==> config.mk <==
export PLATFORM = sky130hd
export DESIGN_NAME = main_mem_arbiter
export DESIGN_NICKNAME = d
export VERILOG_FILES = /design/src/rtl/main_mem_arbiter_pkg.sv /design/src/rtl/main_mem_arbiter_rr_picker.sv /design/src/rtl/main_mem_arbiter.sv
export SDC_FILE = /design/constraint.sdc
export NUM_CORES = 1
export LEC_CHECK = 0
export BUFFER_PORTS_ARGS = -buffer_cell sky130_fd_sc_hd__buf_2
export CORE_MARGIN = 4
export CORE_UTILIZATION = 45
export DETAILED_ROUTE_END_ITERATION = 10
export PLACE_DENSITY = 0.78
export SYNTH_ARGS = -nofsm -noshare
export SYNTH_HDL_FRONTEND = slang
export SYNTH_SLANG_ARGS = --single-unit
==> constraint.sdc <==
create_clock -name clk -period 2.6 [get_ports clk]
set_input_delay 0.39 -clock clk [delete_from_list [all_inputs] [get_ports clk]]
set_output_delay 0.39 -clock clk [all_outputs]
set_load 0.01 [all_outputs]
==> src/rtl/main_mem_arbiter_pkg.sv <==
// Shared types and constants for the MainMem arbiter between the CPU fetch and data ports.
// Access-type encoding matches the CPU's DiatRead/DiatWrite values.
package main_mem_arbiter_pkg;

   localparam logic [1:0] ST_IDLE  = 2'd0;
   localparam logic [1:0] ST_ISSUE = 2'd1;
   localparam logic [1:0] ST_WAIT  = 2'd2;
   localparam logic [1:0] ST_ACK   = 2'd3;

   localparam logic DIAT_READ  = 1'b0;
   localparam logic DIAT_WRITE = 1'b1;

   typedef enum logic {
      GRANT_IFETCH = 1'b0,
      GRANT_DATA   = 1'b1
   } arb_grant_t;

   typedef struct packed {
      logic        req;
      logic [31:0] addr;
      logic [31:0] wdata;
      logic        access_type;
   } port_in_t;

   typedef struct packed {
      logic        ack;
      logic [31:0] data;
   } port_out_t;

   // Bit 0 is the fetch port, bit 1 the data port, matching the enum values.
   function automatic logic [1:0] grant_onehot(input arb_grant_t g);
      return (g == GRANT_DATA) ? 2'b10 : 2'b01;
   endfunction

endpackage

==> src/rtl/main_mem_arbiter_rr_picker.sv <==
// Combinational 2-way round-robin pick: a lone candidate wins, a tie goes to the
// port that was not granted last. Masked requests are never candidates.
module main_mem_arbiter_rr_picker
   import main_mem_arbiter_pkg::*;
(
   input  logic [1:0] reqs,
   input  logic [1:0] mask,
   input  arb_grant_t last_grant,
   output arb_grant_t grant,
   output logic       valid
);

   logic [1:0] cand;

   always_comb begin
      cand  = reqs & ~mask;
      valid = |cand;
      grant = GRANT_DATA;
      if (cand == 2'b11)
         grant = (last_grant == GRANT_DATA) ? GRANT_IFETCH : GRANT_DATA;
      else if (cand == 2'b01)
         grant = GRANT_IFETCH;
   end

endmodule

==> src/rtl/main_mem_arbiter.sv <==
// Serialises CPU fetch and load/store traffic onto the single MainMem port and
// runs the req_mem_access / wait_for_mem handshake with a WAIT timeout.
module main_mem_arbiter
   import main_mem_arbiter_pkg::*;
#(
   parameter int TIMEOUT_CYCLES = 64,
   parameter int WIDTH_TIMEOUT  = 8
)
(
   input  logic        clk,
   input  logic        rst,
   input  logic        in_ifetch_req,
   input  logic [31:0] in_ifetch_addr,
   output logic        out_ifetch_ack,
   output logic [31:0] out_ifetch_data,
   input  logic        in_data_req,
   input  logic [31:0] in_data_addr,
   input  logic [31:0] in_data_wdata,
   input  logic        in_data_access_type,
   output logic        out_data_ack,
   output logic [31:0] out_data_rdata,
   output logic        out_mem_req_mem_access,
   output logic [31:0] out_mem_addr,
   output logic [31:0] out_mem_data,
   output logic        out_mem_access_type,
   input  logic        in_mem_wait_for_mem,
   input  logic [31:0] in_mem_data,
   output logic        out_busy,
   output logic        out_timeout_err,
   output logic [1:0]  dbg_state
);

   localparam logic [WIDTH_TIMEOUT-1:0] TMO_LAST = WIDTH_TIMEOUT'(TIMEOUT_CYCLES - 1);

   port_in_t   ifetch_in, data_in, granted_in;
   port_out_t  ifetch_out, data_out;
   logic [1:0] state, state_nxt, pick_mask;
   arb_grant_t last_grant, cur_grant, pick_grant;
   logic       pick_valid, grant_now, wait_done, wait_tmo;
   logic [WIDTH_TIMEOUT-1:0] tmo_cnt;

   // Fetches are always reads with zero write data.
   assign ifetch_in  = '{req: in_ifetch_req, addr: in_ifetch_addr, wdata: 32'd0,
                         access_type: DIAT_READ};
   assign data_in    = '{req: in_data_req, addr: in_data_addr, wdata: in_data_wdata,
                         access_type: in_data_access_type};
   assign granted_in = (pick_grant == GRANT_DATA) ? data_in : ifetch_in;

   // In ACK the just-served port is masked, so the other port can be granted
   // straight away and alternating traffic keeps a 6-cycle cadence.
   assign pick_mask = (state == ST_ACK) ? grant_onehot(cur_grant) : 2'b00;

   main_mem_arbiter_rr_picker u_picker (
      .reqs       ({data_in.req, ifetch_in.req}),
      .mask       (pick_mask),
      .last_grant (last_grant),
      .grant      (pick_grant),
      .valid      (pick_valid)
   );

   always_comb begin
      grant_now = pick_valid && !in_mem_wait_for_mem &&
                  ((state == ST_IDLE) || (state == ST_ACK));
      wait_done = (state == ST_WAIT) && !in_mem_wait_for_mem;
      wait_tmo  = (state == ST_WAIT) && in_mem_wait_for_mem && (tmo_cnt == TMO_LAST);
      state_nxt = state;
      case (state)
         ST_IDLE, ST_ACK: state_nxt = grant_now ? ST_ISSUE : ST_IDLE;
         ST_ISSUE:        state_nxt = ST_WAIT;
         ST_WAIT:         if (wait_done || wait_tmo) state_nxt = ST_ACK;
         default:         state_nxt = ST_IDLE;
      endcase
   end

   always_ff @(posedge clk) begin
      if (rst) begin
         state                  <= ST_IDLE;
         out_busy               <= 1'b0;
         last_grant             <= GRANT_IFETCH;
         cur_grant              <= GRANT_IFETCH;
         tmo_cnt                <= '0;
         out_timeout_err        <= 1'b0;
         out_mem_req_mem_access <= 1'b0;
         out_mem_addr           <= '0;
         out_mem_data           <= '0;
         out_mem_access_type    <= DIAT_READ;
         ifetch_out             <= '0;
         data_out               <= '0;
      end else begin
         state                  <= state_nxt;
         out_busy               <= (state_nxt != ST_IDLE);
         out_mem_req_mem_access <= grant_now;
         ifetch_out.ack         <= 1'b0;
         data_out.ack           <= 1'b0;

         if (grant_now) begin
            cur_grant           <= pick_grant;
            out_mem_addr        <= granted_in.addr;
            out_mem_data        <= granted_in.wdata;
            out_mem_access_type <= granted_in.access_type;
         end

         if (state == ST_ACK)
            last_grant <= cur_grant;

         if (state == ST_ISSUE)
            tmo_cnt <= '0;
         else if ((state == ST_WAIT) && in_mem_wait_for_mem)
            tmo_cnt <= tmo_cnt + WIDTH_TIMEOUT'(1);

         // An abandoned transaction returns zero data but still acks the requester.
         if (wait_done || wait_tmo) begin
            if (cur_grant == GRANT_DATA) begin
               data_out.ack  <= 1'b1;
               data_out.data <= wait_done ? in_mem_data : 32'd0;
            end else begin
               ifetch_out.ack  <= 1'b1;
               ifetch_out.data <= wait_done ? in_mem_data : 32'd0;
            end
            if (wait_tmo)
               out_timeout_err <= 1'b1;
         end
      end
   end

   assign out_ifetch_ack  = ifetch_out.ack;
   assign out_ifetch_data = ifetch_out.data;
   assign out_data_ack    = data_out.ack;
   assign out_data_rdata  = data_out.data;
   assign dbg_state       = state;

endmodule

==> metrics.txt <==
H-tree levels=4; final setup violation count=0; Pint=4130 uW; Final Slew Violations=0; Post-CTS Setup Repair Bufs=0; largest area contributor in the netlist=dfxtp_1; first-pass GRT wire length=24700 um; dominant cell by count in the synthesized netlist=dfxtp_1; PortBufs=269; syn_area_per_cell=9.30 sq um; clock root cell=clkbuf_16; layout cells sized above 1=38.8%; DR vias/cell=5.43; # DRC=0; register bit total from synthesis=146; final hold violations=0; RSZ-0062 raised after global routing=no; die area=13500 sq um; Worst-Margin Slew=0.839 ns; clock share of power=43.3%; Sw Ratio=26.3%; CP Class=reg -> reg; Tightest Hold Check Type=in -> reg; share of synthesized registers carrying an async set or reset=0%; latest clock arrival within the worst-skew pair=0.42 ns; gr usage total=23.3%; chip width=116 um; final wirelength=16100 um; GRT Residual Overflow=0; Top FF cell, synth=dfxtp_1; CTS buffer count=17; antenna-violating nets left=0; Crit path arrival time=2.59 ns; top post-synthesis cells by count=dfxtp_1, a21oi_1, nand2_1, a22o_1, nand3_1; height of the die=116 um; Psw=1470 uW; EDFF count, synth=0; Vias=5275; Hold Crit Depth=2; CTS tree=yes; CP max FO=21; max_cap viols=0; YS warnings=0; worst hold start=in_mem_data[2]; # placed instances=939; post-route insts no fill=971; Slew HR=43.7%; Seq pwr share=43.5%; worst r2r path cells=6; Worst-path clk slew=0.06 ns; largest net degree at the start of global routing=68; synth top area cells=dfxtp_1, a22o_1, a21oi_1; Tcrit/Tclk final=87.8%; Syn-to-layout area delta=38.7%; Power per Cell Area=770 nW/um^2; Clock Path Buffers=2; vias in the first global route=5116; Hold Slack=0.203 ns; Logic pwr share=13.2%; post-synthesis sequential area ratio=55.7%; Avg WL per Cell=16.6 um; fmax=438 MHz; Tmin final=2.28 ns; Initial Util=46.0%; Final TNS setup=0 ns; num ports=270; Critical R2R Launch=dbg_state[1]$_SDFF_PP0_; Core ar.=11400 sq um; Core Rows=39; clk sinks=146; DP HPWL=11500 um; initial antenna violation count=0; skew final=0.0131 ns; Leak Pwr=0.00346 uW; Max VDD drop=0.561 mV; Worst EP required=2.91 ns; ant diodes=0; Final nets=953; crit end category=flip-flop; crit path from=dbg_state[1]$_SDFF_PP0_; post-synthesis cell count=564; first-pass detailed-route iteration total=4; Worst setup SP type=flip-flop; Mapped Area=5250 sq um; drt initial violations=310; Cell variety after synth=35; Mapped Nets=702; outcome=finished clean; total power=5600 uW; top cell type's share of synthesized area=55.7%; routability cong.=0.837
## registers in the layout, indices dropped and copies added, names as in the netlist
signal and flops:
cur_grant 1, dbg_state 2, last_grant 1, out_busy 1, out_data_ack 1, out_data_rdata 32, out_ifetch_ack 1, out_ifetch_data 32
out_mem_access_type 1, out_mem_addr 32, out_mem_data 32, out_mem_req_mem_access 1, out_timeout_err 1, tmo_cnt 8
## timing repair
action | CTS | global route
endpoints found under the setup margin | 0 | 2
resized for setup | 0 | 1
hold buffers | 0 | 0
## critical path, stage by stage, from the launching register on
cell	delay (ns)
dfxtp_1	0.39
ha_1	0.31
nand4_1	0.23
o311ai_1	0.49
o21ai_2	0.26
buf_4	0.29
a22o_1	0.21
## cell families (layout without fill, tap and decap cells)
family,after synthesis,count (layout),synth area share [%]
compound gates,208,208,25.2
xor+xnor,6,6,1.00
fa+ha+maj,4,4,0.954
buf+inv,56,320,5.03
flops,146,146,55.7
mux,2,2,0.382
simple gates,142,142,11.7
## power groups by stage
stage	clock [uW]	sequential (uW)	combinational, uW
after global placement	0	2480	719
after detailed placement	0	2480	738
after floorplan	0	2540	345
after global routing	2570	2450	814
after CTS	2460	2440	740
final	2420	2440	739
## metal layers
layer	vias up	global-route usage [%]	share of wire (%)
met1	2486	26.5	37
met3	40	7.83	7.9
met2	251	39.2	52
li1	2498	-	-
met5	-	0	0
met4	0	11.1	3.2
## stage by stage
step	util, %	setup slack [ns]	instance area (sq um)
after global placement	58.5	0.454	6680
final	63.7	0.316	7280
after floorplan	-	0.750	5250
after detailed placement	58.5	0.323	6680
after global routing	63.7	0.121	7280
after CTS	63.7	0.311	7280
## layout make-up
class | instances | area (sq um)
multi-input cells | 362 | 2080
clock inverters | 13 | 154
repair buffers | 281 | 1470
flip-flops and latches | 146 | 2920
well taps | 143 | 179
fillers | 955 | 4140
inverters | 7 | 26.3
clock buffers | 19 | 443
## cell usage in the layout (no fill, tap or decap), types with 6 or more instances in the layout
| master | instances |
|---|---|
| a21oi_1 | 101 |
| nand2_1 | 72 |
| buf_4 | 9 |
| clkinv_4 | 6 |
| o21ai_0 | 34 |
| a22o_1 | 63 |
| clkbuf_16 | 17 |
| inv_1 | 7 |
| buf_2 | 269 |
| nor2_1 | 17 |
| nand3_1 | 37 |
| dfxtp_1 | 146 |
## final timing paths
kind	slack, ns	endpoint
min	0.20	out_data_rdata[2]$_SDFFE_PP0P_
max	0.32	out_data_rdata[4]$_SDFFE_PP0P_
min reg2reg	0.45	out_mem_data[22]$_SDFFE_PP0P_
max reg2reg	0.32	out_data_rdata[4]$_SDFFE_PP0P_
Power figures use the tool's default switching activity.
